==> config.mk <==
export PLATFORM = sky130hd
export DESIGN_NAME = psum_acc_seq
export DESIGN_NICKNAME = d
export VERILOG_FILES = /design/src/rtl/psum_acc_seq.sv
export SDC_FILE = /design/constraint.sdc
export NUM_CORES = 1
export LEC_CHECK = 0
export CORE_MARGIN = 5
export CORE_UTILIZATION = 69
export CTS_BUF_LIST = sky130_fd_sc_hd__clkbuf_4 sky130_fd_sc_hd__clkbuf_8 sky130_fd_sc_hd__clkbuf_16
export DETAILED_ROUTE_END_ITERATION = 8
export DONT_BUFFER_PORTS = 1
export GPL_ROUTABILITY_DRIVEN = 0
export PLACE_DENSITY = 0.85
export SLEW_MARGIN = 5
export SYNTH_ARGS = -nofsm -noshare
export SYNTH_HDL_FRONTEND = slang
export SYNTH_SLANG_ARGS = --single-unit
==> constraint.sdc <==
create_clock -name clk -period 11.3 [get_ports clk]
set_input_delay 1.695 -clock clk [delete_from_list [all_inputs] [get_ports clk]]
set_output_delay 1.695 -clock clk [all_outputs]
set_load 0.01 [all_outputs]
==> src/rtl/psum_acc_seq.sv <==
// psum_acc_seq: generates the pmem read stream, SFP acc strobes and per-output
// clear/valid pulses that sum K*K*n_tile partial sums into each output pixel.
module psum_acc_seq #(
   parameter int K      = 3,
   parameter int IN_W   = 6,
   parameter int IN_H   = 6,
   parameter int T_MAX  = 2,
   parameter int ADDR_W = 11
) (
   input  logic                                          clk,
   input  logic                                          reset,
   input  logic                                          start,
   input  logic [$clog2(T_MAX+1)-1:0]                    n_tile,
   input  logic                                          hold,
   output logic                                          CEN_pmem,
   output logic                                          WEN_pmem,
   output logic [ADDR_W-1:0]                             A_pmem,
   output logic                                          acc,
   output logic                                          acc_clr,
   output logic                                          out_valid,
   output logic [$clog2((IN_W-K+1)*(IN_H-K+1))-1:0]      onij,
   output logic                                          busy,
   output logic                                          done
);

   localparam int NIJ    = IN_W * IN_H;
   localparam int OUT_W  = IN_W - K + 1;
   localparam int OUT_H  = IN_H - K + 1;
   localparam int NT_W   = $clog2(T_MAX + 1);
   localparam int KC_W   = $clog2(K + 1);
   localparam int OR_W   = $clog2(OUT_H + 1);
   localparam int OC_W   = $clog2(OUT_W + 1);
   localparam int ONIJ_W = $clog2(OUT_W * OUT_H);

   typedef enum logic [2:0] {
      S_IDLE,
      S_CLR,
      S_READ,
      S_DRAIN,
      S_OUT,
      S_DONE
   } state_t;

   state_t            state_q, state_d;
   logic [NT_W-1:0]   tile_q, tile_d;
   logic [NT_W-1:0]   tlast_q, tlast_d;
   logic [KC_W-1:0]   ki_q, ki_d;
   logic [KC_W-1:0]   kj_q, kj_d;
   logic [OR_W-1:0]   orow_q, orow_d;
   logic [OC_W-1:0]   ocol_q, ocol_d;
   logic              acc_q;
   logic              issue;
   logic [ADDR_W-1:0] kij_a;
   logic [ADDR_W-1:0] addr_a;

   // State, loop counters and the one-cycle-delayed read flag (drives acc).
   always_ff @(posedge clk or negedge reset) begin
      if (!reset) begin
         state_q <= S_IDLE;
         tile_q  <= '0;
         tlast_q <= '0;
         ki_q    <= '0;
         kj_q    <= '0;
         orow_q  <= '0;
         ocol_q  <= '0;
         acc_q   <= 1'b0;
      end else begin
         state_q <= state_d;
         tile_q  <= tile_d;
         tlast_q <= tlast_d;
         ki_q    <= ki_d;
         kj_q    <= kj_d;
         orow_q  <= orow_d;
         ocol_q  <= ocol_d;
         acc_q   <= issue;
      end
   end

   // Next-state and counter advance; hold leaves everything frozen.
   always_comb begin
      state_d = state_q;
      tile_d  = tile_q;
      tlast_d = tlast_q;
      ki_d    = ki_q;
      kj_d    = kj_q;
      orow_d  = orow_q;
      ocol_d  = ocol_q;
      if (!hold) begin
         unique case (state_q)
            S_IDLE: begin
               if (start) begin
                  state_d = S_CLR;
                  tile_d  = '0;
                  ki_d    = '0;
                  kj_d    = '0;
                  orow_d  = '0;
                  ocol_d  = '0;
                  // stored as last tile index: 0 behaves as 1, over-range clamps
                  if (n_tile == '0)
                     tlast_d = '0;
                  else if (n_tile > NT_W'(T_MAX))
                     tlast_d = NT_W'(T_MAX - 1);
                  else
                     tlast_d = n_tile - NT_W'(1);
               end
            end
            S_CLR: state_d = S_READ;
            S_READ: begin
               if (kj_q == KC_W'(K - 1)) begin
                  kj_d = '0;
                  if (ki_q == KC_W'(K - 1)) begin
                     ki_d = '0;
                     if (tile_q == tlast_q) begin
                        tile_d  = '0;
                        state_d = S_DRAIN;
                     end else begin
                        tile_d = tile_q + NT_W'(1);
                     end
                  end else begin
                     ki_d = ki_q + KC_W'(1);
                  end
               end else begin
                  kj_d = kj_q + KC_W'(1);
               end
            end
            S_DRAIN: state_d = S_OUT;
            S_OUT: begin
               state_d = S_CLR;
               if (ocol_q == OC_W'(OUT_W - 1)) begin
                  ocol_d = '0;
                  if (orow_q == OR_W'(OUT_H - 1)) begin
                     orow_d  = '0;
                     state_d = S_DONE;
                  end else begin
                     orow_d = orow_q + OR_W'(1);
                  end
               end else begin
                  ocol_d = ocol_q + OC_W'(1);
               end
            end
            S_DONE: state_d = S_IDLE;
            default: state_d = S_IDLE;
         endcase
      end
   end

   // Read address from the current loop indices; all counters are zero when idle.
   always_comb begin
      kij_a  = ADDR_W'(ki_q) * ADDR_W'(K) + ADDR_W'(kj_q);
      addr_a = (ADDR_W'(tile_q) * ADDR_W'(K * K) + kij_a) * ADDR_W'(NIJ)
             + (ADDR_W'(orow_q) + ADDR_W'(ki_q)) * ADDR_W'(IN_W)
             + ADDR_W'(ocol_q) + ADDR_W'(kj_q);
   end

   // Output decode from registered state; hold masks the strobes in the same cycle.
   always_comb begin
      issue     = (state_q == S_READ) && !hold;
      CEN_pmem  = ~issue;
      WEN_pmem  = 1'b1;
      A_pmem    = addr_a;
      acc       = acc_q;
      acc_clr   = (state_q == S_CLR) && !hold;
      out_valid = (state_q == S_OUT) && !hold;
      onij      = ONIJ_W'(orow_q) * ONIJ_W'(OUT_W) + ONIJ_W'(ocol_q);
      busy      = (state_q != S_IDLE);
      done      = (state_q == S_DONE) && !hold;
   end

endmodule

After elaboration in Yosys (flattened, before gate mapping)
Index checks and enable logic that the tools add are counted.
{ "classes": {"magnitude_cmp": 1, "n_addsub": 13, "eq_ne": 15, "div_mod_pow": 0, "n_mul": 4, "n_mux": 25, "bitwise": 2, "shift": 0, "n_reduce_logical": 17} }
{ "op_table": {"columns": ["operator", "n"], "rows": [
  ["$mux 3", 10],
  ["$mux 2", 9],
  ["$pmux 3 s5", 1],
  ["$eq 3x2->1 const B", 4],
  ["$pmux 2 s2", 3],
  ["$pmux 3 s2", 2],
  ["$add 11x2->11", 1],
  ["$add 11x3->11", 1],
  ["$add 11x7->11", 1],
  ["$ne 2x2->1 const B", 5],
  ["$reduce_and 5->1", 2],
  ["$mul 7x4->9 const B", 1],
  ["$reduce_and 3->1", 3],
  ["$reduce_and 4->1", 2],
  ["$add 6x5->7", 1],
  ["$add 2x1->2 const B", 3],
  ["$add 3x1->3 const B", 2],
  ["$eq 3x3->1 const B", 2],
  ["$mul 2x4->6 const B", 1],
  ["$mul 4x2->6 const B", 1],
  ["$add 4x2->5", 1],
  ["$add 3x2->4", 1],
  ["$add 4x3->4", 1],
  ["$eq 2x2->1 const B", 2],
  ["other kinds (12)", 17]
]} }
{ "word_totals": {"ff_bits": 18, "memories": 0, "mem_bits_rw": 0, "mem_bits_ro": 0, "latch_bits": 0} }

Longest topological paths before layout
Gate-level depths: netlist of run 1.
{ "logic_depth": {"ltp_word": 7, "mapped_depth": 15, "mapped_depth_nobuf": 15} }

Worst setup path before layout of run 1
No wires, ideal clock.
{ "synth_path": {"path_type": "register to output", "start": "register tile_q[0]", "end": "output A_pmem[10]", "required_time_ps": 9605, "path_stages_with_launch": 16, "setup_slack_ps": 5439, "t_arrival_ps": 4166, "cell_sequence": "dfrtp_1 > fa_1 > inv_1 > fa_1 > fa_1 > and3b_1 > o211a_1 > xnor2_1 > ha_1 > fa_1 > ha_1 > a21oi_1 > o21ai_0 > a21oi_1 > nor3_2 > xnor2_1"} }
{ "synth_via": {"elab_chain_len": 6} }
{ "synth_lines": {"columns": ["element", "line", "source"], "rows": [
  ["from (decl)", "45", "logic [NT_W-1:0] tile_q, tile_d;"],
  ["from (signal assigned)", "69", "tile_q <= tile_d;"],
  ["$mul 2x4->6", "150", "addr_a = (ADDR_W'(tile_q) * ADDR_W'(K * K) + kij_a) * ADDR_W'(NIJ)"],
  ["$add 6x5->7", "150", null],
  ["$mul 7x4->9", "150", null],
  ["$add 11x7->11", "151", "+ (ADDR_W'(orow_q) + ADDR_W'(ki_q)) * ADDR_W'(IN_W)"],
  ["$add 11x3->11", "152", "+ ADDR_W'(ocol_q) + ADDR_W'(kj_q);"],
  ["$add 11x2->11", "152", null],
  ["to (decl)", "17", "output logic [ADDR_W-1:0] A_pmem,"]
]} }
No other way between the ends.

Final worst setup path of run 1
Same ends and word-level chain as after synthesis.

==> flow_summary_export.csv, run 1 <==
group,metric,value,unit
status,outcome,"finished, final reports clean",
critical_path,critPathLaunchType,"flop",
sta,clock_skew,2.24,ps
final_layout,syn2layout_area_growth,0.797,%
clock_network,cts_root_buf,"clkbuf_4",
clock_network,clock-sinks,18,
yosys,synth_flop_cell,"dfrtp_1",
power_and_ir_drop,peakVddDrop,0.179,mV
final_layout,diodes,0,
global_routing,grt_pass1_vias,1569,
critical_path,worstReg2RegStart,"state_q[2]$_DFFE_PN0P_",
min_path,whs_endpoint,"tlast_q[0]$_DFFE_PN0P_",
floorplan,fp-row-count,19,
min_path,min_path_cells,1,
yosys,synth-xor-area-share,8.16,%
sta,rsz0062_at_grt,"false",
routing,avgViaCountPerCell,6.08,
yosys,yosys-mux-area-fraction,1.66,%
yosys,yosys.cell_types.count,49,
clock_network,htree_levels,1,
final_layout,utilization,73.3,%
floorplan,ios,28,
routing,first_pass_iters,5,
power_and_ir_drop,cellInternalPower,0.274,mW
routing,via_count,1539,
critical_path,cp_slowest_stage_delay,560,ps
yosys,syn_nets,274,
yosys,yosysWarnings,0,
min_path,hold_start,"tlast_q[0]$_DFFE_PN0P_",
yosys,synth_top_family_by_area,"adder cells",
yosys,synthAdderAreaFrac,29.4,%
final_layout,drive_above_1_share,6.76,%
yosys,synth-simple-area-share,16.0,%
critical_path,crit_chain,"fa_1 -> inv_1 -> fa_1 -> fa_1 -> and3b_1 -> o211a_1 -> xnor2_1 -> ha_1 -> fa_1 -> ha_1 -> a21oi_1 -> o21ai_0 -> a21oi_1 -> nor3_2 -> xnor2_1",
power_and_ir_drop,switchingPower,0.315,mW
sta,setup_viol,0,
floorplan,core_area,0.00281,mm²
critical_path,rrSetupSlack,9560,ps
routing,ant_nets,0,
power_and_ir_drop,clockPowerShare,6.8,%
critical_path,cpMaxStageDelayCell,"fa_1",
global_routing,antenna_found_initial,0,
final_layout,final_nets,271,
power_and_ir_drop,powerDensity,287,mW/mm²
clock_network,clk_pin_slew,100,ps
clock_network,cts_tree,"done",
sta,setup_ws,4670,ps
clock_network,clk_path_buf_depth,2,
critical_path,required,9610,ps
critical_path,crit_type,"flop to primary output",
floorplan,dieArea,0.00414,mm²
placement,hpwl,3.33,mm
yosys,syn_avg_cell_area,9.02,µm²
global_routing,grt-ovfl-total,0,
sta,drv_slew,0,
clock_network,postCtsSetupBuffers,0,
floorplan,die_y,64.4,µm
floorplan,fp.dieW,64.4,µm
global_routing,grt_pass1_wl,6.80,mm
yosys,seq_area_frac_synth,22.1,%
sta,whs,539,ps
sta,tns,0,ps
sta,finalCriticalPeriod,6630,ps
power_and_ir_drop,p_leak,1.02,nW
clock_network,numCtsBuffers,3,
yosys,synth_top_cell_by_area,"dfrtp_1",
clock_network,insertion_delay,300,ps
min_path,holdCritPathClass,"flop to flop",
yosys,synth_compound_area_share,13.9,%
sta,tightestPinTransition,509,ps
placement,dp_slack,5040,ps
critical_path,path_buf_inv,1,
critical_path,cp_max_fo,7,
clock_network,hold_buffers,0,
clock_network,cts_resized,0,
routing,post_drt_wl_per_cell,15.6,µm
routing,routed_wl,3.95,mm
critical_path,cp-end-kind,"primary output",
yosys,synth_edf_count,0,
sta,fmax,151,MHz
power_and_ir_drop,switching_share,53.5,%
yosys,syn_area,0.00204,mm²
sta,hold_violations,0,
sta,slew_headroom,65.8,%
global_routing,grt_max_degree,19,
yosys,synth_cells,226,
critical_path,crit_top_cell,"fa_1",
critical_path,cp_top_family,"adder cells",
floorplan,initial_core_util,72.7,%
routing,drc_errors,0,
global_routing,grt_usage,20.3,%
routing,drt-initial-drc-count,46,
critical_path,r2r-end,"ki_q[0]$_DFFE_PN0P_",
yosys,synth.ff_latch_count,18,
critical_path,worstPathArrival,4930,ps
placement,port_buffers,0,
yosys,synthTopCellsByArea,"dfrtp_1 (22%), ha_1 (20%), fa_1 (9.8%)",
flow_run,drv_cap,0,
power_and_ir_drop,pwr-share-seq,21.0,%
yosys,synthArstFlopShare,100,%
power_and_ir_drop,combPwrFrac,72.3,%
critical_path,r2r_cells,5,
sta,timing.final.crit_share,58.7,%
yosys,yosysTopAreaCellShare,22.1,%
sequential cells by signal, summed over array words and instances (netlist names):
name / flops
ocol_q: 3
orow_q: 3
state_q: 3
ki_q: 2
kj_q: 2
tile_q: 2
tlast_q: 2
acc: 1
kinds of logic (layout without fill, tap and decap cells):
family,Yosys count,after routing
AND/OR/NAND/NOR,58,58
other,1,1
adder cells (fa/ha/maj),42,42
AO/OA/AOI/OAI,46,46
flip-flops,18,18
XOR/XNOR,19,19
multiplexers,3,3
buffers and inverters,39,35
layout make-up:
| type | count | area, µm² |
|---|---|---|
| Sequential cell | 18 | 450 |
| Fill cell | 214 | 749 |
| Multi-Input combinational cell | 169 | 1410 |
| Tap cell | 31 | 38.8 |
| Inverter | 31 | 116 |
| Clock buffer | 4 | 36.3 |
through the flow:
stage | instances | cell area, µm² | power, mW
2_1_floorplan | 226 | 2040 | 0.481
3_3_place_gp | 249 | 2020 | 0.525
3_5_place_dp | 249 | 2020 | 0.555
4_1_cts | 253 | 2060 | 0.597
5_1_grt | 253 | 2060 | 0.656
6_report | 253 | 2060 | 0.590
synth_stat cells (all sizes together), types with 2 or more instances:
cell type	number
nand4	3
or3	2
nand2	15
buf	7
nor3	7
a31oi	2
or2	2
nand3	5
a21o	4
mux2	3
fa	10
nor2	9
xnor2	14
ha	32
dfrtp	18
a21oi	15
nor2b	6
inv	31
o21ai	13
xor2	5
a22o	2
and2	2
o22ai	2
power groups by stage:
stage	Clock (mW)	Combinational [mW]	Sequential, mW
floorplan	0	0.378	0.103
global placement	0	0.403	0.122
detailed placement	0	0.430	0.125
CTS	0.0401	0.434	0.124
global route	0.0423	0.485	0.129
finish	0.0400	0.426	0.124
how the worst max path moves through the flow:
stage,start,endpoint,cells after the start
detailed placement,tile_q[0]$_DFFE_PN0P_,A_pmem[10],15
finish,tile_q[0]$_DFFE_PN0P_,A_pmem[10],15
floorplan,tile_q[0]$_DFFE_PN0P_,A_pmem[10],15
global route,tile_q[0]$_DFFE_PN0P_,A_pmem[10],15
CTS,tile_q[0]$_DFFE_PN0P_,A_pmem[10],15
global placement,tile_q[0]$_DFFE_PN0P_,A_pmem[10],15
worst reg2reg max path, cell delays in order, from the launching register on:
cell and delay, ps:
dfrtp_1 580, or3b_1 550, nor2_2 160, inv_2 90, nor3_2 140, a22o_1 180
layout by cell type, fill, tap and decap left out, types with 3 or more instances in the layout:
master,netlist,final
nor2b_1,6,6
a21o_1,4,4
nand2_1,15,15
nor2_1,8,8
a21oi_1,14,14
fa_1,10,10
nand4_1,3,3
clkbuf_4,0,3
mux2_2,3,3
nand3_1,5,5
xnor2_1,14,14
inv_1,30,30
ha_1,32,32
o21ai_0,11,11
dfrtp_1,18,18
nor3_1,4,4
xor2_1,5,5
layer usage:
metal	part of all wire (%)	track usage [%]	vias up
met5	0	0	-
met4	1.5	5.54	0
met3	3.9	1.58	9
met2	57	42.1	38
met1	38	21.4	736
li1	-	-	756
No activity file was read; power rests on OpenSTA's default activity.
==> run 2: changes to the inputs <==
--- a/config.mk
+++ b/config.mk
@@ -6,12 +6,12 @@
 export NUM_CORES = 1
 export LEC_CHECK = 0
 export CORE_MARGIN = 5
-export CORE_UTILIZATION = 69
+export CORE_UTILIZATION = 64
 export CTS_BUF_LIST = sky130_fd_sc_hd__clkbuf_4 sky130_fd_sc_hd__clkbuf_8 sky130_fd_sc_hd__clkbuf_16
 export DETAILED_ROUTE_END_ITERATION = 8
 export DONT_BUFFER_PORTS = 1
 export GPL_ROUTABILITY_DRIVEN = 0
-export PLACE_DENSITY = 0.85
+export PLACE_DENSITY = 0.8
 export SLEW_MARGIN = 5
 export SYNTH_ARGS = -nofsm -noshare
 export SYNTH_HDL_FRONTEND = slang
==> constraint.sdc (replaced) <==
create_clock -name clk -period 6.46 [get_ports clk]
set_input_delay 0.969 -clock clk [delete_from_list [all_inputs] [get_ports clk]]
set_output_delay 0.969 -clock clk [all_outputs]
set_load 0.01 [all_outputs]
==> run 2 against run 1 <==
Cell area grew 0.79%. Routed wire length is 14% lower. Clock power rose by 74%. Count of clock-buffer cells in the layout is the same. Global-route usage decreased by 2.5 points. Hold slack worse by 190 ps. Sequential power grew 75%. Power up 71%. Critical path type unchanged. Critical endpoint unchanged.
==> flow_summary_export.csv, run 2 (same netlist as run 1, synthesis figures left out) <==
group,metric,value,unit
floorplan,fp-row-count,20,
routing,met1_length,1.50,mm
final_layout,diodes,0,
power_and_ir_drop,p_leak,1.02,nW
status,outcome,"finished, final reports clean",
power_and_ir_drop,cellInternalPower,0.474,mW
sta,hold_violations,0,
sta,setup_viol,0,
floorplan,core_area,0.00305,mm²
sta,tightestPinTransition,510,ps
power_and_ir_drop,power.total,1.01,mW
routing,dr_wl_met2,1.76,mm
placement,dp_slack,952,ps
floorplan,fp.dieW,66.5,µm
power_and_ir_drop,switching_share,52.9,%
sta,drv_slew,0,
flow_run,drv_cap,0,
sta,finalCriticalPeriod,5820,ps
power_and_ir_drop,clockPowerShare,6.9,%
sta,fmax,172,MHz
clock_network,hold_buffers,0,
routing,drc_errors,0,
clock_network,cts_tree,"done",
routing,drt-initial-drc-count,27,
sta,tns,0,ps
final_layout,final_area,0.00207,mm²
clock_network,cts_root_buf,"clkbuf_4",
routing,routed_wl,3.42,mm
power_and_ir_drop,peakVddDrop,0.254,mV
sta,clock_skew,8.95,ps
final_layout,stdcell_count,266,
sta,whs,351,ps
clock_network,clk_path_buf_depth,2,
routing,post_drt_wl_per_cell,12.8,µm
global_routing,antenna_found_initial,0,
final_layout,fill_cells,278,
critical_path,cp-end-kind,"primary output",
placement,dpl_cell_area,0.00204,mm²
floorplan,initial_core_util,66.8,%
min_path,holdCritPathClass,"primary input to async pin",
clock_network,clk_pin_slew,110,ps
global_routing,grt_pass1_vias,1496,
routing,routed.top_layer,"met4",
critical_path,required,5490,ps
final_layout,top_regs,"ocol_q x3, orow_q x3, state_q x3",
critical_path,cp_max_fo,7,
floorplan,dieArea,0.00442,mm²
routing,wl_met3,133,µm
final_layout,mostFrequentLayoutCell,"ha_1",
power_and_ir_drop,powerDensity,486,mW/mm²
floorplan,ios,28,
global_routing,grt-ovfl-total,0,
routing,avgViaCountPerCell,5.68,
sta,timing.final.crit_share,90.0,%
clock_network,numCtsBuffers,3,
placement,placed_cells_incl_taps,262,
sta,rsz0062_at_grt,"false",
routing,ant_nets,0,
sta,setup_ws,645,ps
global_routing,grt_pass1_wl,6.31,mm
placement,hpwl,2.81,mm
global_routing,grt_max_degree,19,
clock_network,clock-sinks,18,
routing,via_count,1512,
power_and_ir_drop,combPwrFrac,71.5,%
final_layout,utilization,67.9,%
critical_path,crit_type,"flop to primary output",
power_and_ir_drop,switchingPower,0.533,mW
floorplan,die_y,66.5,µm
global_routing,grt_usage,17.8,%
clock_network,htree_levels,1,
critical_path,critPathLaunchType,"flop",
final_layout,syn2layout_area_growth,1.60,%
clock_network,insertion_delay,290,ps
clock_network,postCtsSetupBuffers,0,
critical_path,worstPathArrival,4850,ps
power_and_ir_drop,pwr-share-seq,21.6,%
sta,slew_headroom,65.8,%
final_layout,final_nets,271,
routing,first_pass_iters,4,
clock_network,cts_resized,0,
final_layout,layout_common_cells,"ha_1 (32), inv_1 (30), dfrtp_1 (18), nand2_1 (15)",
placement,port_buffers,0,
final_layout,drive_above_1_share,6.76,%
[run 2: cell counts in the layout (fill, tap and decap cells not counted)]
No cell type changed its count.
[run 2: area by class of cell]
class / count / area (µm²) / share of cell area [%]
Inverter: 31 / 116 / 5.62
Clock buffer: 4 / 36.3 / 1.75
Sequential cell: 18 / 450 / 21.7
Tap cell: 44 / 55.1 / 2.66
Multi-Input combinational cell: 169 / 1410 / 68.2
[run 2: worst paths after layout]
path                                         from                      to  depth (start not counted)  slack (ps)
max in group asynchronous                   reset  state_q[2]$_DFFE_PN0P_                          0        6030
min reg2reg                tlast_q[1]$_DFFE_PN0P_  tlast_q[1]$_DFFE_PN0P_                          1         510
min in group clk           tlast_q[1]$_DFFE_PN0P_  tlast_q[1]$_DFFE_PN0P_                          1         510
max reg2reg                state_q[2]$_DFFE_PN0P_     ki_q[0]$_DFFE_PN0P_                          5        4690
max                         tile_q[0]$_DFFE_PN0P_              A_pmem[10]                         15         640
min                                         reset  tlast_q[1]$_DFFE_PN0P_                          0         350
[run 2: per-layer routing]
metal,GRT usage [%],vias to the layer above
met4,3.81,0
met1,21.4,721
met3,1.69,4
met2,34.0,30
li1,-,757
met5,0,-
[run 2: power by group through the flow]
stage	clock network [mW]	logic (mW)	registers, mW
global route	0.0742	0.841	0.226
global placement	0	0.711	0.217
detailed placement	0	0.731	0.218
finish	0.0695	0.720	0.217
floorplan	0	0.662	0.180
CTS	0.0694	0.736	0.216
[run 2: worst max-delay path, cell delays in order (launching register included)]
cell and delay (ps):
dfrtp_1 500, fa_1 570, inv_1 50, fa_1 400
fa_1 430, and3b_1 230, o211a_1 230, xnor2_1 150
ha_1 210, fa_1 440, ha_1 380, a21oi_1 250
o21ai_0 120, a21oi_1 250, nor3_2 90, xnor2_1 260
